$ cat src/rtl/sort_rf_arbiter_if.sv
// sort_rf_arbiter_if
//  Host edit port of the sort register-file arbiter.
//  Ports (signals):
//    req    host access request, held high until ack
//    we     1 = write, 0 = read; stable while req = 1
//    addr   register-file address; stable while req = 1
//    wdata  write data; stable while req = 1
//    ack    one-cycle completion pulse
//    rdata  read result, valid with ack, held until the next read
//  modport master : host side, modport slave : arbiter side.
interface sort_rf_arbiter_if #(
    parameter int AW = 5,
    parameter int DW = 16
);
    logic          req;
    logic          we;
    logic [AW-1:0] addr;
    logic [DW-1:0] wdata;
    logic          ack;
    logic [DW-1:0] rdata;

    modport master (output req, we, addr, wdata, input ack, rdata);
    modport slave  (input req, we, addr, wdata, output ack, rdata);
endinterface

$ cat src/rtl/sort_rf_arbiter.sv
// sort_rf_arbiter
//  Shares a 32x16 register file (two async read ports, one write port)
//  between the host edit port and the sort engine, sequences a sort run
//  (exe pulse, RF hand-over while the sorter is busy, hand-back), latches
//  the sorter's cycle count at completion and guards the run with a
//  start watchdog and a run timeout.
//  Ports:
//    clk, rst                 clock, asynchronous active-high reset
//    host                     host edit port (sort_rf_arbiter_if.slave)
//    start                    sort request pulse
//    busy / done / err        run status, completion pulse, sticky error
//    cycles                   srt_delay latched at completion
//    srt_exe                  one-cycle start pulse to the sorter
//    srt_busy, srt_delay      sorter status and cycle counter
//    srt_add0/1, srt_wa/wd/we sorter RF access
//    rf_ra0/1, rf_rd0/1       RF read ports (rf_rd0/1 feed the sorter directly)
//    rf_wa/wd/we              RF write port
module sort_rf_arbiter #(
    parameter int          AW         = 5,
    parameter int          DW         = 16,
    parameter int          START_WAIT = 4,
    parameter logic [15:0] TIMEOUT    = 16'hFFFF
) (
    input  logic          clk,
    input  logic          rst,
    sort_rf_arbiter_if.slave host,
    input  logic          start,
    output logic          busy,
    output logic          done,
    output logic          err,
    output logic [15:0]   cycles,
    output logic          srt_exe,
    input  logic          srt_busy,
    input  logic [15:0]   srt_delay,
    input  logic [AW-1:0] srt_add0,
    input  logic [AW-1:0] srt_add1,
    input  logic [AW-1:0] srt_wa,
    input  logic [DW-1:0] srt_wd,
    input  logic          srt_we,
    output logic [AW-1:0] rf_ra0,
    output logic [AW-1:0] rf_ra1,
    input  logic [DW-1:0] rf_rd0,
    input  logic [DW-1:0] rf_rd1,
    output logic [AW-1:0] rf_wa,
    output logic [DW-1:0] rf_wd,
    output logic          rf_we
);

    typedef enum logic [2:0] {IDLE, H_RD, H_WR, ACK, ARM, RUN, FIN, ERRS} state_t;

    localparam int WW = $clog2(START_WAIT + 1);
    localparam logic [WW-1:0] WAIT_LAST = WW'(START_WAIT - 1);

    state_t        state_q, state_d;
    logic          pend_q;
    logic [AW-1:0] haddr_q;
    logic [DW-1:0] hwdata_q;
    logic [DW-1:0] rdata_q;
    logic [WW-1:0] wait_cnt;
    logic [15:0]   run_cnt;
    logic          grant_sort;
    logic          accept;

    // A start is accepted only out of IDLE; pending or live start beats host_req.
    assign accept     = (state_q == IDLE) && (start || pend_q);
    assign host.rdata = rdata_q;

    // State register
    always_ff @(posedge clk or posedge rst) begin
        if (rst) state_q <= IDLE;
        else     state_q <= state_d;
    end

    // Next-state logic
    always_comb begin
        state_d = state_q;
        case (state_q)
            IDLE: begin
                if (start || pend_q) state_d = ARM;
                else if (host.req)   state_d = host.we ? H_WR : H_RD;
            end
            H_RD, H_WR: state_d = ACK;
            ACK:        state_d = IDLE;
            ARM: begin
                if (srt_busy)                   state_d = RUN;
                else if (wait_cnt == WAIT_LAST) state_d = ERRS;
            end
            RUN: begin
                if (!srt_busy)              state_d = FIN;
                else if (run_cnt == TIMEOUT) state_d = ERRS;
            end
            FIN, ERRS:  state_d = IDLE;
            default:    state_d = IDLE;
        endcase
    end

    // Output decode and RF port mux; grant follows state so a reset
    // returns the ports to the host (and drops rf_we) without a clock.
    always_comb begin
        grant_sort = (state_q == ARM) || (state_q == RUN);
        host.ack   = (state_q == ACK);
        srt_exe    = (state_q == ARM) && (wait_cnt == '0);
        done       = (state_q == FIN);
        if (grant_sort) begin
            rf_ra0 = srt_add0;
            rf_ra1 = srt_add1;
            rf_wa  = srt_wa;
            rf_wd  = srt_wd;
            rf_we  = srt_we;
        end else begin
            rf_ra0 = haddr_q;
            rf_ra1 = '0;
            rf_wa  = haddr_q;
            rf_wd  = hwdata_q;
            rf_we  = (state_q == H_WR);
        end
    end

    // Control and captured-data registers
    always_ff @(posedge clk or posedge rst) begin
        if (rst) begin
            pend_q   <= 1'b0;
            busy     <= 1'b0;
            err      <= 1'b0;
            cycles   <= '0;
            wait_cnt <= '0;
            run_cnt  <= '0;
            haddr_q  <= '0;
            hwdata_q <= '0;
            rdata_q  <= '0;
        end else begin
            // Starts arriving mid host-transaction merge into one pending request.
            if (accept)
                pend_q <= 1'b0;
            else if (start && (state_q == H_RD || state_q == H_WR || state_q == ACK))
                pend_q <= 1'b1;

            if (accept)
                busy <= 1'b1;
            else if (state_q == FIN || state_q == ERRS)
                busy <= 1'b0;

            if (accept)
                err <= 1'b0;
            else if (state_q == ERRS)
                err <= 1'b1;

            if (state_q == FIN)
                cycles <= srt_delay;

            // wait_cnt is zero on ARM entry, which also marks the srt_exe cycle.
            if (state_q == ARM) wait_cnt <= wait_cnt + 1'b1;
            else                wait_cnt <= '0;

            if (state_q == ARM)
                run_cnt <= '0;
            else if (state_q == RUN && run_cnt != TIMEOUT)
                run_cnt <= run_cnt + 16'd1;

            if (state_q == IDLE && !start && !pend_q && host.req) begin
                haddr_q  <= host.addr;
                hwdata_q <= host.wdata;
            end

            if (state_q == H_RD)
                rdata_q <= rf_rd0;
        end
    end

endmodule

$ cat src/flat_wrapper.sv
// flat-port wrapper written by rule: the top's interface ports become plain ports
module sort_rf_arbiter_flat 
#(
    parameter int          AW         = 5,
    parameter int          DW         = 16,
    parameter int          START_WAIT = 4,
    parameter logic [15:0] TIMEOUT    = 16'hFFFF
)
  (clk, rst, start, busy, done, err, cycles, srt_exe, srt_busy, srt_delay, srt_add0, srt_add1, srt_wa, srt_wd, srt_we, rf_ra0, rf_ra1, rf_rd0, rf_rd1, rf_wa, rf_wd, rf_we, host_req, host_we, host_addr, host_wdata, host_ack, host_rdata);
  sort_rf_arbiter_if #(.AW(AW), .DW(DW)) host_i ();
  input  logic clk;
  input  logic rst;
  input  logic start;
  output logic busy;
  output logic done;
  output logic err;
  output logic [15:0] cycles;
  output logic srt_exe;
  input  logic srt_busy;
  input  logic [15:0] srt_delay;
  input  logic [AW-1:0] srt_add0;
  input  logic [AW-1:0] srt_add1;
  input  logic [AW-1:0] srt_wa;
  input  logic [DW-1:0] srt_wd;
  input  logic srt_we;
  output logic [AW-1:0] rf_ra0;
  output logic [AW-1:0] rf_ra1;
  input  logic [DW-1:0] rf_rd0;
  input  logic [DW-1:0] rf_rd1;
  output logic [AW-1:0] rf_wa;
  output logic [DW-1:0] rf_wd;
  output logic rf_we;
  input wire logic [$bits(host_i.req)-1:0] host_req;
  input wire logic [$bits(host_i.we)-1:0] host_we;
  input wire logic [$bits(host_i.addr)-1:0] host_addr;
  input wire logic [$bits(host_i.wdata)-1:0] host_wdata;
  output wire logic [$bits(host_i.ack)-1:0] host_ack;
  output wire logic [$bits(host_i.rdata)-1:0] host_rdata;
  assign host_i.req = host_req;
  assign host_i.we = host_we;
  assign host_i.addr = host_addr;
  assign host_i.wdata = host_wdata;
  assign host_ack = host_i.ack;
  assign host_rdata = host_i.rdata;
  sort_rf_arbiter #(.AW(AW), .DW(DW), .START_WAIT(START_WAIT), .TIMEOUT(TIMEOUT)) u_core (.clk(clk), .rst(rst), .host(host_i), .start(start), .busy(busy), .done(done), .err(err), .cycles(cycles), .srt_exe(srt_exe), .srt_busy(srt_busy), .srt_delay(srt_delay), .srt_add0(srt_add0), .srt_add1(srt_add1), .srt_wa(srt_wa), .srt_wd(srt_wd), .srt_we(srt_we), .rf_ra0(rf_ra0), .rf_ra1(rf_ra1), .rf_rd0(rf_rd0), .rf_rd1(rf_rd1), .rf_wa(rf_wa), .rf_wd(rf_wd), .rf_we(rf_we));
endmodule
$ cat config.mk
export PLATFORM = sky130hd
export DESIGN_NAME = sort_rf_arbiter_flat
export DESIGN_NICKNAME = d
export VERILOG_FILES = /design/src/rtl/sort_rf_arbiter_if.sv /design/src/rtl/sort_rf_arbiter.sv /design/src/flat_wrapper.sv
export SDC_FILE = /design/constraint.sdc
export NUM_CORES = 1
export LEC_CHECK = 0
export BUFFER_PORTS_ARGS = -buffer_cell sky130_fd_sc_hd__buf_2
export CAP_MARGIN = 25
export CORE_MARGIN = 2
export CORE_UTILIZATION = 42
export DETAILED_ROUTE_END_ITERATION = 10
export PLACE_DENSITY = 0.83
export SLEW_MARGIN = 30
export SYNTH_ARGS = -nofsm -noshare
export SYNTH_HDL_FRONTEND = slang
export SYNTH_SLANG_ARGS = --single-unit
$ cat constraint.sdc
create_clock -name clk -period 2.6 [get_ports clk]
set_input_delay 0.78 -clock clk [delete_from_list [all_inputs] [get_ports clk]]
set_output_delay 0.78 -clock clk [all_outputs]
set_load 0.05 [all_outputs]
# ---- Word-level counts from Yosys, hierarchy flattened
# Index checks and enable logic that the tools add are counted.
dict set report op_classes {
  n_addsub 2
  eq_ne 13
  n_reduce_logical 23
  n_mux 22
}
# operator n
set ops {}
lappend ops {{$mux 16} 3}
lappend ops {{$mux 3} 7}
lappend ops {{$add 16x1->16 const B} 1}
lappend ops {{$eq 16x16->1 const B} 1}
lappend ops {{$ne 16x16->1 const B} 1}
lappend ops {{$mux 5} 3}
lappend ops {{$pmux 3 s5} 1}
lappend ops {{$eq 3x3->1 const B} 4}
lappend ops {{$eq 3x2->1 const B} 3}
lappend ops {{$reduce_bool 2->1} 4}
lappend ops {{$logic_and 1x1->1} 7}
lappend ops {{$mux 1} 7}
lappend ops {{$logic_not 3->1} 2}
lappend ops {{$ne 3x2->1 const B} 2}
lappend ops {{$logic_or 1x1->1} 5}
lappend ops {{$add 3x1->3 const B} 1}
lappend ops {{$eq 3x1->1 const B} 1}
lappend ops {{$ne 3x3->1 const B} 1}
lappend ops {{$reduce_and 3->1} 1}
lappend ops {{$reduce_or 3->1} 1}
lappend ops {{$logic_not 1->1} 2}
lappend ops {{$mux 2} 1}
lappend ops {{$reduce_or 2->1} 1}
dict set report totals {
  output_inout_bits 69
  word_cells 70
  inputBits 107
  reg_bits 78
}

# ---- Depth between registers and ports, before layout
dict set report logic_depth {
  word_depth 6
  depth_mapped 6
  ltp_nobuf 5
}

# ---- Worst setup path after synthesis
# No wires, ideal clock.
dict set report synth_path {
  kind {reg-to-output}
  from {register u_core.state_q[2]}
  to {output port rf_ra1[0]}
  t_required_ps 1820
  arrival_ps 1624
  path_slack_ps 196
  path_stages_with_launch 6
  path_cell_list {dfrtp_1 buf_2 inv_1 nor2_1 buf_2 and2_1}
}
dict set report synth_between {
  elab_chain_cells 3
}
# item line
set synth_rtl {}
lappend synth_rtl {{from (decl)} sort_rf_arbiter.sv:54} ;# state_t state_q, state_d;
lappend synth_rtl {{from (signal assigned)} sort_rf_arbiter.sv:71} ;# else state_q <= state_d;
lappend synth_rtl {{$eq 3x3->1} sort_rf_arbiter.sv:100} ;# grant_sort = (state_q == ARM) || (state_q == RUN);
lappend synth_rtl {{$logic_or 1x1->1 *} sort_rf_arbiter.sv:100}
lappend synth_rtl {{$mux 5 *} sort_rf_arbiter.sv:104} ;# if (grant_sort) begin
lappend synth_rtl {{to (decl)} flat_wrapper.sv:27} ;# output logic [AW-1:0] rf_ra1;
# Mark *: on every way between the ends. The rest lies on a longest branch, timed or not.

# ---- Worst setup path in the final report
dict set report layout_path {
  from {register u_core.state_q[1]}
  to {output port rf_wa[1]}
}
dict set report layout_between {
  elab_chain_cells 3
}
# item line
set layout_rtl {}
lappend layout_rtl {{$eq 3x3->1} sort_rf_arbiter.sv:100}
lappend layout_rtl {{$logic_or 1x1->1 *} sort_rf_arbiter.sv:100}
lappend layout_rtl {{$mux 5 *} sort_rf_arbiter.sv:104}
lappend layout_rtl {{to (decl)} flat_wrapper.sv:30} ;# output logic [AW-1:0] rf_wa;
# Marked as above.

==> PnR_summary.wiki <==
{| class="wikitable"
! Metric !! Value
|-
| Area share of the leading cell type in the synthesized netlist || 0.510
|-
| Clock Skew || 11.6 ps
|-
| Residual DRC count || 0
|-
| Post-route non-filler standard cell count || 632
|-
| Via count of the first global-routing pass || 3,167
|-
| Io pins || 176
|-
| Worst IR Drop VDD || 0.627 mV
|-
| Post-synth EDFFs || 0
|-
| Cells after DPL || 614
|-
| Slew of the pin with the lowest slew margin || 521 ps
|-
| Type of destination of the critical path || output pin
|-
| Number of detailed-routing iterations run before antenna repair || 4
|-
| Count of fill cells added during filler insertion || 767
|-
| Hold Crit Class || flop to flop
|-
| Post-synth top cells || sky130_fd_sc_hd__nand2_1 (86), sky130_fd_sc_hd__dfrtp_1 (78), sky130_fd_sc_hd__mux2_2 (53)
|-
| Global route overflow || 0
|-
| Die outline area || 9900 µm²
|-
| Startpoint of the lowest-slack hold path || u_core.wait_cnt[0]
|-
| Final slew viol count || 0
|-
| Number of warnings printed during yosys synthesis || 0
|-
| CTS sink count || 78
|-
| Number of endpoints with negative hold slack in the final report || 0
|-
| R2r startpoint || u_core.state_q[0]
|-
| Cts repair resizes || 0
|-
| Cell types with the largest area share after synthesis || sky130_fd_sc_hd__dfrtp_1 (51%), sky130_fd_sc_hd__mux2_2 (16%), sky130_fd_sc_hd__nand2_1 (8.4%)
|-
| Async S/R FF share, synth || 1.00
|-
| Largest net degree at the start of global routing || 79
|-
| Worst Path Class, Setup || flop to output pin
|-
| Cell breakdown of the critical path || nand2b_1, buf_4, nand2_1, nand2_1, buf_2
|-
| Root buffer selected by CTS || sky130_fd_sc_hd__clkbuf_8
|-
| Post-detailed-route via-to-cell ratio || 5.04
|-
| Setup repair after global routing missed its margin || no
|-
| Arr. time, crit path || 1680 ps
|-
| Initial core utilization || 0.437
|-
| Detailed-placement wirelength estimate || 6.57 mm
|-
| Sequential fraction of the synthesis area || 0.510
|-
| Quantity of I/O buffers inserted on ports || 159
|-
| Cell type with the highest occurrence count on the critical path || sky130_fd_sc_hd__nand2_1
|-
| Die outline height || 99.5 µm
|-
| Startpoint kind of the worst setup timing path || flop
|-
| Hold buffers post-CTS || 0
|-
| Largest driver fanout on the critical path || 22
|-
| Crit. Startpoint || u_core.state_q[1]
|-
| Outcome || finished, final reports clean
|-
| Flop and latch count out of synthesis || 78
|-
| Syn nets || 465
|-
| Site row count || 34
|-
| Post-detailed-route count of antenna-violating nets || 0
|-
| Post-route clock period utilization || 0.944
|-
| Total power density per cell area || 1430 nW/µm²
|-
| Standard cell with the maximum stage delay on the critical path || sky130_fd_sc_hd__dfrtp_1
|-
| Bufs on Longest Clock Path || 2
|-
| Most frequent cell after synthesis || sky130_fd_sc_hd__nand2_1
|-
| Number of antenna violations at the first check in global routing || 2
|-
| Leakage power figure || 2.57 nW
|-
| Ratio of cells with drive above 1 in the final layout || 0.479
|-
| Placer's final routability congestion estimate || 0.818
|-
| Total Routing Usage GR || 0.178
|-
| Via count of the routed design || 3,186
|-
| Fin Setup TNS || 0 ps
|-
| CP delay by family, top || buffers and inverters
|-
| Final setup vio count || 0
|-
| Post-CTS Setup Inserts || 0
|-
| Synth Flop Type || sky130_fd_sc_hd__dfrtp_1
|-
| First-pass GRT wire length || 14.4 mm
|-
| Number of library cell types mapped by synthesis || 53
|-
| DRC marker count from the first detailed-route iteration || 137
|-
| TritonCTS clock tree || done
|-
| Rel. slew slack || 0.653
|-
| Timing-limited maximum frequency || 0.407 GHz
|-
| Instance area at placement || 4740 µm²
|-
| Clock buffer count from CTS || 9
|-
| Post-DR wirelength/cell || 13.9 µm
|-
| Mapped cell area || 3830 µm²
|-
| Area growth from synthesis to layout || 29.8%
|-
| H-tree Lvls || 3
|-
| Total non-filler cell area in the finished layout || 4970 µm²
|-
| Clock insertion delay at the later pin of the skew report || 340 ps
|-
| Highest cell delay on the worst timing path || 470 ps
|-
| Area of the placeable core || 8760 µm²
|-
| Critical path buffers and inverters || 2
|-
| Clock-pin slew reported for the worst setup and hold paths after clock tree synthesis || 80 ps
|-
| Minimum period implied by the final worst setup slack || 2460 ps
|-
| Layout net count || 628
|-
| Hold slack || 486 ps
|-
| Number of violations of the max-capacitance limit || 0
|-
| Syn_area_per_cell || 10.8 µm²
|-
| Width of the die || 99.5 µm
|-
| Dominant cell type by area after synthesis || sky130_fd_sc_hd__dfrtp_1
|-
| Syn Inst Count || 354
|-
| WP data required || 1820 ps
|-
| Wire length reported by the detailed router || 8.81 mm
|}
[cells by family (layout without fill, tap and decap cells)]
| group | count (synthesis) | count (layout) | share of synthesized area |
|---|---|---|---|
| other cells | 0 | 2 | 0 |
| fa+ha+maj | 4 | 4 | 0.0131 |
| mux | 57 | 57 | 0.166 |
| flops | 78 | 78 | 0.510 |
| compound gates | 43 | 43 | 0.0781 |
| simple gates | 147 | 147 | 0.195 |
| buf+inv | 25 | 193 | 0.0376 |
[report_power, final]
part	switching [W]	internal [W]	total, W
logic	0.00293	0.00116	0.00409
clock network	0.000462	0.000548	0.00101
registers	0.000286	0.00170	0.00199
total	0.00368	0.00341	0.00709
[final cells by class]
class | count | area, µm² | share of cell area
sequential | 78 | 1950 | 0.393
multi-input combinational | 251 | 1740 | 0.349
timing repair buffer | 170 | 891 | 0.179
tap | 108 | 135 | 0.0272
clock buffer | 10 | 128 | 0.0257
clock inverter | 6 | 92.6 | 0.0186
inverter | 7 | 30.0 | 0.00604
antenna | 2 | 5.00 | 0.00101
[state kept, by name, indices dropped and copies added (netlist names)]
signal and cells:
u_core.busy 1, u_core.host.rdata 16, u_core.run_cnt 16, u_core.state_q 3, u_core.pend_q 1, u_core.err 1, u_core.hwdata_q 16, u_core.cycles 16
u_core.wait_cnt 3, u_core.haddr_q 5
[placed cells by master, fill, tap and decap left out, drive strengths merged, types with 3 or more instances in the layout]
| cell | instances |
|---|---|
| nand3 | 8 |
| clkinvlp | 3 |
| a311oi | 3 |
| a211oi | 5 |
| mux2i | 4 |
| inv | 8 |
| nand2 | 86 |
| dfrtp | 78 |
| ha | 4 |
| buf | 170 |
| nand2b | 4 |
| nand4 | 4 |
| a21oi | 14 |
| nand3b | 3 |
| and4 | 3 |
| mux2 | 53 |
| o21ai | 4 |
| and2 | 8 |
| clkbuf | 10 |
| and3 | 5 |
| nor2 | 13 |
[layer usage]
| metal | share of wire | track usage |
|---|---|---|
| met1 | 0.42 | 0.212 |
| met2 | 0.50 | 0.315 |
| met3 | 0.067 | 0.0422 |
| met4 | 0.013 | 0.0632 |
| met5 | 0 | 0 |
[final timing paths]
| path | to | slack, ps | cells after the start |
|---|---|---|---|
| hold / removal | u_core.wait_cnt[0] | 490 | 1 |
| setup reg to reg | u_core.state_q[0] | 680 | 3 |
| max in group asynchronous | u_core.hwdata_q[8] | 1730 | 3 |
| min in group asynchronous | u_core.host.rdata[0] | 540 | 3 |
| setup / recovery | rf_wa[1] | 140 | 5 |
| hold reg to reg | u_core.wait_cnt[0] | 490 | 1 |
[stage by stage]
stage / setup slack (ps) / util / total power, W
3_3_place_gp: 540 / 0.541 / 0.00603
5_1_grt: 15.6 / 0.567 / 0.00747
4_1_cts: 121 / 0.567 / 0.00715
3_5_place_dp: 512 / 0.541 / 0.00613
2_1_floorplan: 196 / - / 0.00522
6_report: 145 / 0.567 / 0.00709
Power figures use the tool's default switching activity.
